File: config.mk
export PLATFORM = sky130hd
export DESIGN_NAME = decode_stage
export DESIGN_NICKNAME = d
export VERILOG_FILES = /design/src/rtl/decode_stage.sv
export SDC_FILE = /design/constraint.sdc
export NUM_CORES = 1
export LEC_CHECK = 0
export CORE_MARGIN = 10
export CORE_UTILIZATION = 51
export DETAILED_ROUTE_END_ITERATION = 7
export GPL_TIMING_DRIVEN = 0
export PLACE_DENSITY = 0.85
export SLEW_MARGIN = 20
export SYNTH_ARGS = -nofsm -noshare
export SYNTH_HDL_FRONTEND = slang
export SYNTH_SLANG_ARGS = --single-unit
export TNS_END_PERCENT = 5
File: constraint.sdc
create_clock -name clk -period 3 [get_ports clk]
set_clock_uncertainty 0.05 [all_clocks]
set_input_delay 0.6 -clock clk [delete_from_list [all_inputs] [get_ports clk]]
set_output_delay 0.6 -clock clk [all_outputs]
set_load 0.01 [all_outputs]
File: src/rtl/decode_stage.sv
// Decode stage: turns 16-bit fetched words into execute-stage control bundles.
// A two-state FSM collects the second word of LDM (the immediate) before
// presenting its bundle. Every output except in_ready is registered.
module decode_stage (
  input  logic        clk,
  input  logic        rst,
  input  logic [15:0] in_instr,
  input  logic        in_valid,
  input  logic        out_ready,
  input  logic        flush,
  output logic        in_ready,
  output logic        out_valid,
  output logic [3:0]  alu_ctrl,
  output logic [2:0]  src_addr,
  output logic [2:0]  dst_addr,
  output logic [15:0] operand,
  output logic        reg_write,
  output logic        mem_read,
  output logic        mem_write,
  output logic        illegal
);

  typedef enum logic {
    DECODE   = 1'b0,
    WAIT_IMM = 1'b1
  } state_t;

  localparam logic [4:0] OP_SHL = 5'h09;
  localparam logic [4:0] OP_SHR = 5'h0A;
  localparam logic [4:0] OP_LDD = 5'h0D;
  localparam logic [4:0] OP_STD = 5'h0E;
  localparam logic [4:0] OP_LDM = 5'h0F;
  localparam logic [3:0] ALU_LDM = 4'd14;

  state_t     state;
  logic [2:0] ldm_src;
  logic [2:0] ldm_dst;

  logic [4:0] opcode;
  logic [2:0] fld_src;
  logic [2:0] fld_dst;
  logic [4:0] fld_shamt;
  logic       accept;

  // Decoded fields of the word on the input, before registering.
  logic [3:0]  dec_alu;
  logic        dec_reg_write;
  logic        dec_mem_read;
  logic        dec_mem_write;
  logic        dec_illegal;
  logic [15:0] dec_operand;

  assign opcode    = in_instr[15:11];
  assign fld_src   = in_instr[10:8];
  assign fld_dst   = in_instr[7:5];
  assign fld_shamt = in_instr[4:0];

  // A stalled bundle blocks new input; a consumed or absent bundle frees the slot.
  assign in_ready = !out_valid || out_ready;
  assign accept   = in_valid && in_ready && !flush;

  // Opcode table for single-word instructions (LDM's own row is used in WAIT_IMM).
  always_comb begin
    // NOTE: every always_comb output gets a default first so no path leaves it
    // unassigned, which would otherwise infer a latch.
    dec_alu       = 4'd0;
    dec_reg_write = 1'b0;
    dec_mem_read  = 1'b0;
    dec_mem_write = 1'b0;
    dec_illegal   = 1'b0;
    dec_operand   = 16'h0000;
    if (opcode[4]) begin
      dec_illegal = 1'b1;
    end else begin
      dec_alu       = (opcode == OP_STD) ? 4'd13 : opcode[3:0];
      dec_reg_write = !(opcode == 5'h00 || opcode == 5'h0B ||
                        opcode == 5'h0C || opcode == OP_STD);
      dec_mem_read  = (opcode == OP_LDD);
      dec_mem_write = (opcode == OP_STD);
      if (opcode == OP_SHL || opcode == OP_SHR)
        dec_operand = {11'b0, fld_shamt};
    end
  end

  // FSM and output registers: flush beats accept, accept beats drain.
  // NOTE: sequential state uses non-blocking assignments so every register
  // samples pre-edge values regardless of statement order.
  always_ff @(posedge clk or posedge rst) begin
    if (rst) begin
      state     <= DECODE;
      ldm_src   <= 3'd0;
      ldm_dst   <= 3'd0;
      out_valid <= 1'b0;
      alu_ctrl  <= 4'd0;
      src_addr  <= 3'd0;
      dst_addr  <= 3'd0;
      operand   <= 16'h0000;
      reg_write <= 1'b0;
      mem_read  <= 1'b0;
      mem_write <= 1'b0;
      illegal   <= 1'b0;
    end else if (flush) begin
      state     <= DECODE;
      out_valid <= 1'b0;
      illegal   <= 1'b0;
    end else if (accept) begin
      if (state == WAIT_IMM) begin
        // Second LDM word is the immediate, whatever its opcode bits say.
        state     <= DECODE;
        out_valid <= 1'b1;
        alu_ctrl  <= ALU_LDM;
        src_addr  <= ldm_src;
        dst_addr  <= ldm_dst;
        operand   <= in_instr;
        reg_write <= 1'b1;
        mem_read  <= 1'b0;
        mem_write <= 1'b0;
        illegal   <= 1'b0;
      end else if (opcode == OP_LDM) begin
        state     <= WAIT_IMM;
        ldm_src   <= fld_src;
        ldm_dst   <= fld_dst;
        out_valid <= 1'b0;
        illegal   <= 1'b0;
      end else begin
        out_valid <= 1'b1;
        alu_ctrl  <= dec_alu;
        src_addr  <= fld_src;
        dst_addr  <= fld_dst;
        operand   <= dec_operand;
        reg_write <= dec_reg_write;
        mem_read  <= dec_mem_read;
        mem_write <= dec_mem_write;
        illegal   <= dec_illegal;
      end
    end else if (out_valid && out_ready) begin
      out_valid <= 1'b0;
      illegal   <= 1'b0;
    end
  end

endmodule

==> impl_metrics.csv <==
group,metric,value,unit
synthesis,synthesis.area,1880,um^2
die,coreArea,3440,um^2
synthesis,synth_cell_type_count,29,
power,totalPowerFinal,0.00118,W
die,initial_core_util,54.6,%
global_routing,first_global_vias,1558,
clock_network,tritoncts,"built",
worst_setup_path,worstPathCellList,"clkdlybuf4s50_1 > and2b_1 > inv_2 > clkdlybuf4s50_1",
route,drt_pre_antenna_iters,4,
timing,slew_headroom,48.5,%
worst_setup_path,start_kind,"input port",
die,rows,21,
clock_network,cts_setup_buffers,0,
die,dieArea,6510,um^2
worst_setup_path,path_max_fanout,6,
clock_network,root_buffer,"clkbuf_8",
clock_network,ctsResizeCount,0,
route,dr.first_iter.drc_count,64,
power,pwr-share-comb,21.1,%
cells_and_area,drive_above_1_share,21.7,%
route,via_per_inst,5.56,
synthesis,ys_top_cells_by_area,"dfrtp_1, o21ai_2, o21ai_0",
clock_network,cts_max_level,2,
die,fp.dieH,80.7,um
synthesis,yosys_warnings,0,
clock_network,insertion_delay,0.29,ns
synthesis,synth.largest_area_cell,"dfrtp_1",
worst_hold_path,hold_path_class,"reg2reg",
cells_and_area,final_nets,246,
power,swShare,25.8,%
power,p_leak,1.05,nW
synthesis,synthFlopType,"dfrtp_1",
place,gp_congestion,0.797,
synthesis,synthDominantCellAreaShare,50.6,%
timing,period_share,86.0,%
die,ios,53,
timing,drv_slew,0,
cells_and_area,area_delta_synth_final,35.1,%
timing,setup_viol,0,
outcome,status,"complete, no violations",
run,cap_violations,0,
clock_network,cts_hold_buf,0,
clock_network,clk_path_buf_depth,2,
clock_network,clk_pin_slew_worst_paths,0.07,ns
timing,tightestPinTransition,0.771,ns
synthesis,synth_nets,188,
power,seqPwrFrac,49.0,%
worst_setup_path,slowest_stage,"clkdlybuf4s50_1",
global_routing,grt_max_degree,39,
power,p_per_area,466,nW/um^2
place,place_hpwl,3610,um
place,numPortBuffers,51,
worst_setup_path,crit_buf_inv,3,
route,drc_errors,0,
worst_setup_path,cpLargestDelayFamily,"buffers and inverters",
die,fp.dieW,80.7,um
power,p_int,0.000878,W
synthesis,synth-seq-cells,38,
timing,fin_setup_tns,0,ns
route,wl_per_cell,17.5,um
route,vias,1512,
timing,clock.fmax,0.388,GHz
synthesis,synth_cells,167,
clock_network,clock_sinks,38,
worst_setup_path,crit_path_frequent_cell,"clkdlybuf4s50_1",
synthesis,avgSynthCellArea,11.2,um^2
global_routing,antenna_found_initial,0,
worst_setup_path,path_class,"in2out",
power,switching_power,0.000305,W
cells_and_area,nFillCells,262,
worst_setup_path,cp.arrival,1.93,ns
worst_setup_path,cp-end-kind,"output port",
timing,fin_crit,2.58,ns
timing,rsz0062_at_grt,"no",
synthesis,synth_edf_count,0,
power,pwr-share-clk,29.9,%
worst_setup_path,cp_slowest_stage_delay,0.55,ns
power,peakVddDrop,0.000317,V
clock_network,cts_buffers,5,
synthesis,synth-async-reset-ratio,100,%
global_routing,grt-ovfl-total,0,
route,routed_wl,4760,um
synthesis,synth-seq-area-share,50.6,%
global_routing,track_usage,14.8,%
worst_setup_path,required,2.35,ns
global_routing,grt_pass1_wl,7660,um
synthesis,synth_most_common_cell,"dfrtp_1",
cells_and_area,n_antenna_cell,0,
timing,hold_viol,0,
route,ant_nets,0,
synthesis,synth_commonest_cells,"dfrtp_1, o21ai_0, o21ai_2",
per-layer routing:
metal | global-route usage [%] | share of wire (%) | up-vias
met5 | 0 | 0 | -
met4 | 5.71 | 0.92 | 0
met3 | 3.34 | 6.3 | 5
met2 | 25.4 | 51 | 37
met1 | 17.6 | 42 | 762
li1 | - | - | 708
final timing paths:
| kind | start | end | slack (ns) | depth (start not counted) |
|---|---|---|---|---|
| min | ldm_src[1] | ldm_src[1] | 0.47 | 1 |
| max | out_ready | in_ready | 0.42 | 4 |
| max reg2reg | out_valid | operand[4] | 1.12 | 6 |
| max in group asynchronous | rst | alu_ctrl[3] | 1.69 | 2 |
| min in group asynchronous | rst | operand[2] | 0.72 | 2 |
| min reg2reg | ldm_src[1] | ldm_src[1] | 0.47 | 1 |
cell families (layout without fill, tap and decap cells):
group | Yosys count | count (layout) | synth area share (%)
buffers and inverters | 17 | 76 | 6.79
AO/OA/AOI/OAI | 65 | 65 | 23.0
flip-flops | 38 | 38 | 50.6
XOR/XNOR | 1 | 1 | 0.466
multiplexers | 13 | 13 | 8.79
AND/OR/NAND/NOR | 33 | 33 | 10.3
power by group through the flow:
stage / sequential (W) / combinational (W) / clock [W]
3_3_place_gp: 0.000585 / 0.000245 / 0
5_1_grt: 0.000584 / 0.000269 / 0.000382
6_report: 0.000580 / 0.000250 / 0.000354
4_1_cts: 0.000580 / 0.000254 / 0.000359
2_1_floorplan: 0.000601 / 0.000108 / 0
3_5_place_dp: 0.000589 / 0.000252 / 0
flip-flops by register name, indices dropped and copies added (netlist names):
| signal | cells |
|---|---|
| alu_ctrl | 4 |
| ldm_dst | 3 |
| illegal | 1 |
| src_addr | 3 |
| ldm_src | 3 |
| state | 1 |
| operand | 16 |
| mem_write | 1 |
| dst_addr | 3 |
| reg_write | 1 |
| mem_read | 1 |
| out_valid | 1 |
worst register-to-register path, stage by stage (launching register included):
cell and delay (ns):
dfrtp_1 0.40, and2b_1 0.22, inv_2 0.12, nand3b_1 0.29
clkbuf_1 0.31, o21ai_0 0.29, o21ai_2 0.08
final cells by class:
class	instances	area, um^2	share of cell area (%)
clock buffer	7	86.3	3.40
clock inverter	1	5.00	0.197
buffer	12	109	4.29
tap	46	57.6	2.27
sequential	38	951	37.5
multi-input combinational	112	800	31.5
inverter	5	18.8	0.740
timing repair buffer	51	510	20.1
cell usage in the layout (no fill, tap or decap), types with 2 or more instances in the layout:
cell type,instances
nor2_1,5
o21ai_2,20
nand4_1,2
a31oi_1,2
nand3b_1,2
clkbuf_8,6
mux2_4,7
dfrtp_1,38
o21ai_0,31
clkbuf_1,6
a2bb2oi_1,2
a21oi_1,6
buf_12,2
o31ai_1,2
and3_4,2
nand2_1,16
buf_6,4
mux2i_1,6
inv_2,2
clkdlybuf4s50_1,51
inv_1,3
stage by stage:
step                worst slack (ns)  instance area, um^2  util [%]  hold WS (ns)  std cells
finish                         0.421                 2540      73.7         0.465        272
detailed placement             0.410                 2450      71.1         0.445        264
global placement               0.424                 2450      71.1         0.444        264
floorplan                       1.11                 1880         -         0.432        167
global route                   0.383                 2540      73.7         0.489        272
CTS                            0.413                 2540      73.7         0.467        272
Note: power is estimated with default switching activity, not from simulation.
